**src/rtl/pc_fetch_unit.sv**
```systemverilog
// -----------------------------------------------------------------------------
// pc_fetch_unit
//
// Front end of the instruction path. Owns the PC register, fetches one word at
// a time from instruction memory and holds it for the decode datapath until
// decode accepts it. The PC-select mux lives outside this block: it receives
// pcPlus4/pcBranch from here and returns its choice on pcNext.
//
// Optional feature (compile-time macro MISALIGN_TRAP_EN):
//   defined   : an accept whose pcNext has a nonzero low two bits loads that PC,
//               raises the sticky misaligned flag and parks the unit in FAULT
//               until reset.
//   undefined : the low two bits of pcNext are cleared on every accept, there
//               is no FAULT state and misaligned is tied low.
//
// Parameters
//   RESET_VECTOR  PC loaded on reset
//   CNT_W         width of the accepted-instruction counter (wraps silently)
//
// Ports
//   clk         in   1      rising-edge clock
//   reset       in   1      synchronous, active-high; wins over everything
//   pcNext      in   32     selected next PC, sampled only on accept
//   immB        in   32     sign-extended branch offset of the current instr
//   pc          out  32     current PC register
//   pcPlus4     out  32     pc + 4 (mod 2^32)
//   pcBranch    out  32     pc + immB (mod 2^32)
//   imemReq     out  1      fetch request valid
//   imemAddr    out  32     fetch address, always equal to pc
//   imemReady   in   1      imem delivers imemRdata this cycle
//   imemRdata   in   32     fetched word
//   instr       out  32     held instruction for decode
//   instrValid  out  1      instr is valid for decode
//   stall       in   1      decode cannot accept this cycle
//   instrCount  out  CNT_W  number of accepted instructions
//   misaligned  out  1      sticky misaligned-PC fault flag
//   state_dbg   out  2      current FSM state (IDLE=0, REQ=1, VALID=2, FAULT=3)
//
// Handshakes
//   imem side  : a word transfers on a cycle where imemReq=1 and imemReady=1.
//                imemReady with imemReq low is ignored.
//   decode side: an instruction is accepted on a cycle where instrValid=1 and
//                stall=0. While stalled, instr and pc are held unchanged.
// -----------------------------------------------------------------------------
module pc_fetch_unit #(
  parameter logic [31:0] RESET_VECTOR = 32'h0000_0000,
  parameter int          CNT_W        = 32
) (
  input  logic             clk,
  input  logic             reset,
  input  logic [31:0]      pcNext,
  input  logic [31:0]      immB,
  output logic [31:0]      pc,
  output logic [31:0]      pcPlus4,
  output logic [31:0]      pcBranch,
  output logic             imemReq,
  output logic [31:0]      imemAddr,
  input  logic             imemReady,
  input  logic [31:0]      imemRdata,
  output logic [31:0]      instr,
  output logic             instrValid,
  input  logic             stall,
  output logic [CNT_W-1:0] instrCount,
  output logic             misaligned,
  output logic [1:0]       state_dbg
);

  typedef enum logic [1:0] {
    S_IDLE  = 2'd0,
    S_REQ   = 2'd1,
    S_VALID = 2'd2
`ifdef MISALIGN_TRAP_EN
    , S_FAULT = 2'd3
`endif
  } state_t;

  state_t state;

  // Next-PC candidates; carry out of bit 31 is dropped by the 32-bit result.
  assign pcPlus4   = pc + 32'd4;
  assign pcBranch  = pc + immB;
  assign imemAddr  = pc;
  assign state_dbg = state;

`ifdef MISALIGN_TRAP_EN
  logic misaligned_q;
  assign misaligned = misaligned_q;
`else
  assign misaligned = 1'b0;
`endif

  // imemReq and instrValid are registered alongside the state so each is a
  // clean flop output; they are updated on exactly the transitions that enter
  // or leave REQ and VALID respectively.
  always_ff @(posedge clk) begin
    if (reset) begin
      state      <= S_IDLE;
      pc         <= RESET_VECTOR;
      instr      <= '0;
      instrValid <= 1'b0;
      imemReq    <= 1'b0;
      instrCount <= '0;
`ifdef MISALIGN_TRAP_EN
      misaligned_q <= 1'b0;
`endif
    end else begin
      case (state)
        // One quiet cycle after reset before the first fetch.
        S_IDLE: begin
          state   <= S_REQ;
          imemReq <= 1'b1;
        end

        // Request outstanding; pc is held until imem answers.
        S_REQ: begin
          if (imemReady) begin
            instr      <= imemRdata;
            imemReq    <= 1'b0;
            instrValid <= 1'b1;
            state      <= S_VALID;
          end
        end

        // Instruction presented to decode; stall holds everything.
        S_VALID: begin
          if (!stall) begin
            instrCount <= instrCount + CNT_W'(1);
            instrValid <= 1'b0;
`ifdef MISALIGN_TRAP_EN
            pc <= pcNext;
            if (pcNext[1:0] != 2'b00) begin
              misaligned_q <= 1'b1;
              state        <= S_FAULT;
            end else begin
              imemReq <= 1'b1;
              state   <= S_REQ;
            end
`else
            // Word alignment is forced rather than trapped.
            pc      <= pcNext & 32'hFFFF_FFFC;
            imemReq <= 1'b1;
            state   <= S_REQ;
`endif
          end
        end

`ifdef MISALIGN_TRAP_EN
        // Terminal until reset: no fetch, nothing presented to decode.
        S_FAULT: begin
          state <= S_FAULT;
        end
`endif

        default: begin
          state      <= S_IDLE;
          imemReq    <= 1'b0;
          instrValid <= 1'b0;
        end
      endcase
    end
  end

endmodule

```
**config.mk**
```make
export PLATFORM = sky130hd
export DESIGN_NAME = pc_fetch_unit
export DESIGN_NICKNAME = d
export VERILOG_FILES = /design/src/rtl/pc_fetch_unit.sv
export SDC_FILE = /design/constraint.sdc
export NUM_CORES = 1
export LEC_CHECK = 0
export BUFFER_PORTS_ARGS = -buffer_cell sky130_fd_sc_hd__buf_2
export CORE_ASPECT_RATIO = 0.6
export CORE_MARGIN = 2
export CORE_UTILIZATION = 30
export CTS_BUF_LIST = sky130_fd_sc_hd__clkbuf_8
export CTS_CLUSTER_SIZE = 16
export DETAILED_ROUTE_END_ITERATION = 8
export HOLD_SLACK_MARGIN = 0.06
export PLACE_DENSITY = 0.59
export SYNTH_ARGS = -nofsm -noshare
export SYNTH_HDL_FRONTEND = slang
export SYNTH_SLANG_ARGS = --single-unit
```
**constraint.sdc**
```tcl
create_clock -name clk -period 6.5 [get_ports clk]
set_clock_uncertainty 0.2 [all_clocks]
set_input_delay 1.3 -clock clk [delete_from_list [all_inputs] [get_ports clk]]
set_output_delay 1.3 -clock clk [all_outputs]
set_load 0.01 [all_outputs]
```
==> impl_metrics.yaml <==
status:
  status: "finished clean"
critical_path:
  cp.required_ns: 5.00
  worstPathMaxFanout: 4
  arrival_ns: 3.86
  r2r-start: "state_dbg[1]"
  cp-startpoint: "immB[2]"
  worst_setup_path_end_kind: "output port"
  cp-start-kind: "input pin"
  crit_type: "in2out"
clock_network:
  ctsResizeCount: 0
  clock-sinks: 97
  cts_tree: "built"
  cts.clk_slew.worst_paths_ns: 0.09
  clock_latency_ns: 0.38
  cts_buffers: 9
  htree_levels: 3
  post-cts-setup-buffer-count: 0
  ctsHoldBuffers: 0
  clk_path_buf_depth: 2
  root_buffer: "clkbuf_8"
cells_and_area:
  final_common_cell: "buf_2"
  drive_gt1_frac: 0.3027
  nets: 1161
  fin_cells: 1308
  syn2layout_area_growth_pct: 25.60
  final_cell_mix: "buf_2, nand2_1, dfxtp_1"
placement:
  place_inst: 1291
  post-place-ws_ns: 1.195
  hpwlAfterDp_um: 15240
  place.gp.congestion: 0.8718
  io_buffers: 283
min_path:
  hold_class: "reg2reg"
  min_from: "instr[22]"
floorplan:
  dieArea_mm2: 0.02144
  rows: 40
  ios: 297
  start_util: 0.3050
  die_w_um: 187.7
  die_h_um: 114.2
  core_area_mm2: 0.01992
global_route:
  first_global_vias: 5833
  top_usage_layer: "met2"
  gr-usage-met1: 0.2605
  grt_start_max_net_pins: 98
  grt-ovfl-total: 0
  antenna_found_initial: 1
  use_met2: 0.2677
  grt_pass1_wl_um: 31190
  grt_use_total: 0.1817
  grt_use_met3: 0.05854
power_and_ir_drop:
  swShare: 0.3007
  internal_power_mw: 0.8480
  seqPwrFrac: 0.514
  cellPowerDensity_mw_per_mm2: 158.9
  leakage_nw: 3.717
  p_switching_mw: 0.3646
  clock_power_share: 0.318
  p_comb_frac: 0.168
  ir_drop_uv: 134.0
routing:
  ant_nets: 0
  dr.pass1.iters: 5
  via_per_inst: 4.826
  wirelength_um: 19990
  drc_errors: 0
  wire_per_inst_um: 15.28
  drtIter0Drc: 380
  vias: 6312
sta:
  setup_ws_ns: 1.140
  slew_headroom: 0.3171
  finalSetupViolations: 0
  fmax_mhz: 186.6
  rsz0062_at_grt: "false"
  period_share: 0.8246
  fin_tns_setup_ns: 0
  hold_viol: 0
  worst-slew-pin-transition_ns: 1.024
  fin_crit_ns: 5.360
  finalMaxSlewViolations: 0
synth:
  synth.cell_area_mm2: 0.006076
  syn_inst: 802
  ys_seq_elements: 97
  synth_warnings: 0
  synthFlopType: "dfxtp_1"
  synth.distinct_cells: 54
  async_reset_ff_frac: 0
  synth-xor-area-share: 0.1168
  synthAdderAreaFrac: 0.06713
  synth_area_per_cell_um2: 7.576
  synth_seq_area_share: 0.3196
  synth_top_family_by_area: "simple AND/OR/NAND/NOR gates"
  synth_mux_area_frac: 0.003295
  synth_edf_count: 0
  synthSimpleGateAreaFrac: 0.2595
  synth-compound-area-share: 0.1544
run:
  cap_viol_max_count: 0
[metrics by stage]
step	cell area [um^2]	util	hold WS [ns]	power (mW)
finish	7631	0.3831	0.2586	1.213
global route	7629	0.3830	0.2798	1.281
CTS	7629	0.3830	0.2605	1.232
detailed placement	7443	0.3737	0.2452	0.8404
global placement	7443	0.3737	0.2392	0.8386
floorplan	6098	-	0.2805	0.7573
[cell type report]
| cell class | count | area (um^2) |
|---|---|---|
| multi-input cells | 625 | 3681 |
| diodes | 1 | 2.502 |
| inverters | 10 | 37.54 |
| repair buffers | 286 | 1441 |
| clock buffers | 10 | 137.6 |
| fillers | 2187 | 12290 |
| well taps | 273 | 341.6 |
| flip-flops and latches | 97 | 1942 |
| clock inverters | 6 | 47.55 |
[cells by family after synthesis]
family	after synthesis
other	1
buffers and inverters	86
muxes	2
DFF	97
xor gates and xnor gates	81
and+or+nand+nor	343
adders and majority gates	32
AOI/OAI and AO/OA	160
[flip-flops by register name (all words and copies together), names as in the netlist]
register	count
state_dbg	2
instrValid	1
instrCount	32
imemAddr	30
instr	32
[per-layer routing]
metal | part of all wire | up-vias
li1 | - | 3156
met4 | 0.0044 | 0
met1 | 0.50 | 2934
met5 | 0 | -
met2 | 0.42 | 214
met3 | 0.079 | 8
[cell usage after synthesis (7+ instances only)]
| cell | count | area [um^2] |
|---|---|---|
| nand3_1 | 36 | 180.2 |
| xor2_1 | 38 | 332.8 |
| nor2_1 | 58 | 217.7 |
| dfxtp_1 | 97 | 1942 |
| xnor2_1 | 43 | 376.6 |
| clkbuf_1 | 31 | 116.4 |
| buf_4 | 40 | 300.3 |
| and4_1 | 8 | 70.07 |
| a21oi_1 | 94 | 470.5 |
| a21o_1 | 15 | 112.6 |
| ha_1 | 31 | 387.9 |
| and3_1 | 11 | 68.82 |
| nand2_1 | 173 | 649.4 |
| inv_1 | 10 | 37.54 |
| o21ai_0 | 18 | 90.09 |
| nand4_1 | 19 | 118.9 |
| nor2b_1 | 7 | 43.79 |
| nor3_1 | 8 | 40.04 |
[path summary, 6_finish.rpt]
| check | slack [ns] | cells past startpoint | to |
|---|---|---|---|
| hold / removal | 0.26 | 2 | instr[22] |
| setup reg to reg | 3.96 | 8 | instrCount[29] |
| setup / recovery | 1.14 | 12 | pcBranch[20] |
| hold reg to reg | 0.26 | 2 | instr[22] |
[power by group through the flow]
| stage | Clock, mW | Combinational, mW | Sequential [mW] |
|---|---|---|---|
| 6_report | 0.386 | 0.203 | 0.624 |
| 5_1_grt | 0.429 | 0.225 | 0.626 |
| 4_1_cts | 0.405 | 0.204 | 0.624 |
| 3_5_place_dp | 0 | 0.203 | 0.637 |
| 3_3_place_gp | 0 | 0.202 | 0.636 |
| 2_1_floorplan | 0 | 0.117 | 0.640 |
[worst max-delay path, stage by stage]
cell and delay [ns]:
buf_2 0.08, ha_1 0.19, inv_1 0.07, fa_1 0.40
nor2b_1 0.16, o2111ai_1 0.17, a21oi_1 0.34, o21ai_0 0.21
a21oi_1 0.40, nor4_1 0.10, a311oi_1 0.26, buf_2 0.18
Note: power is estimated with default switching activity, not from simulation.
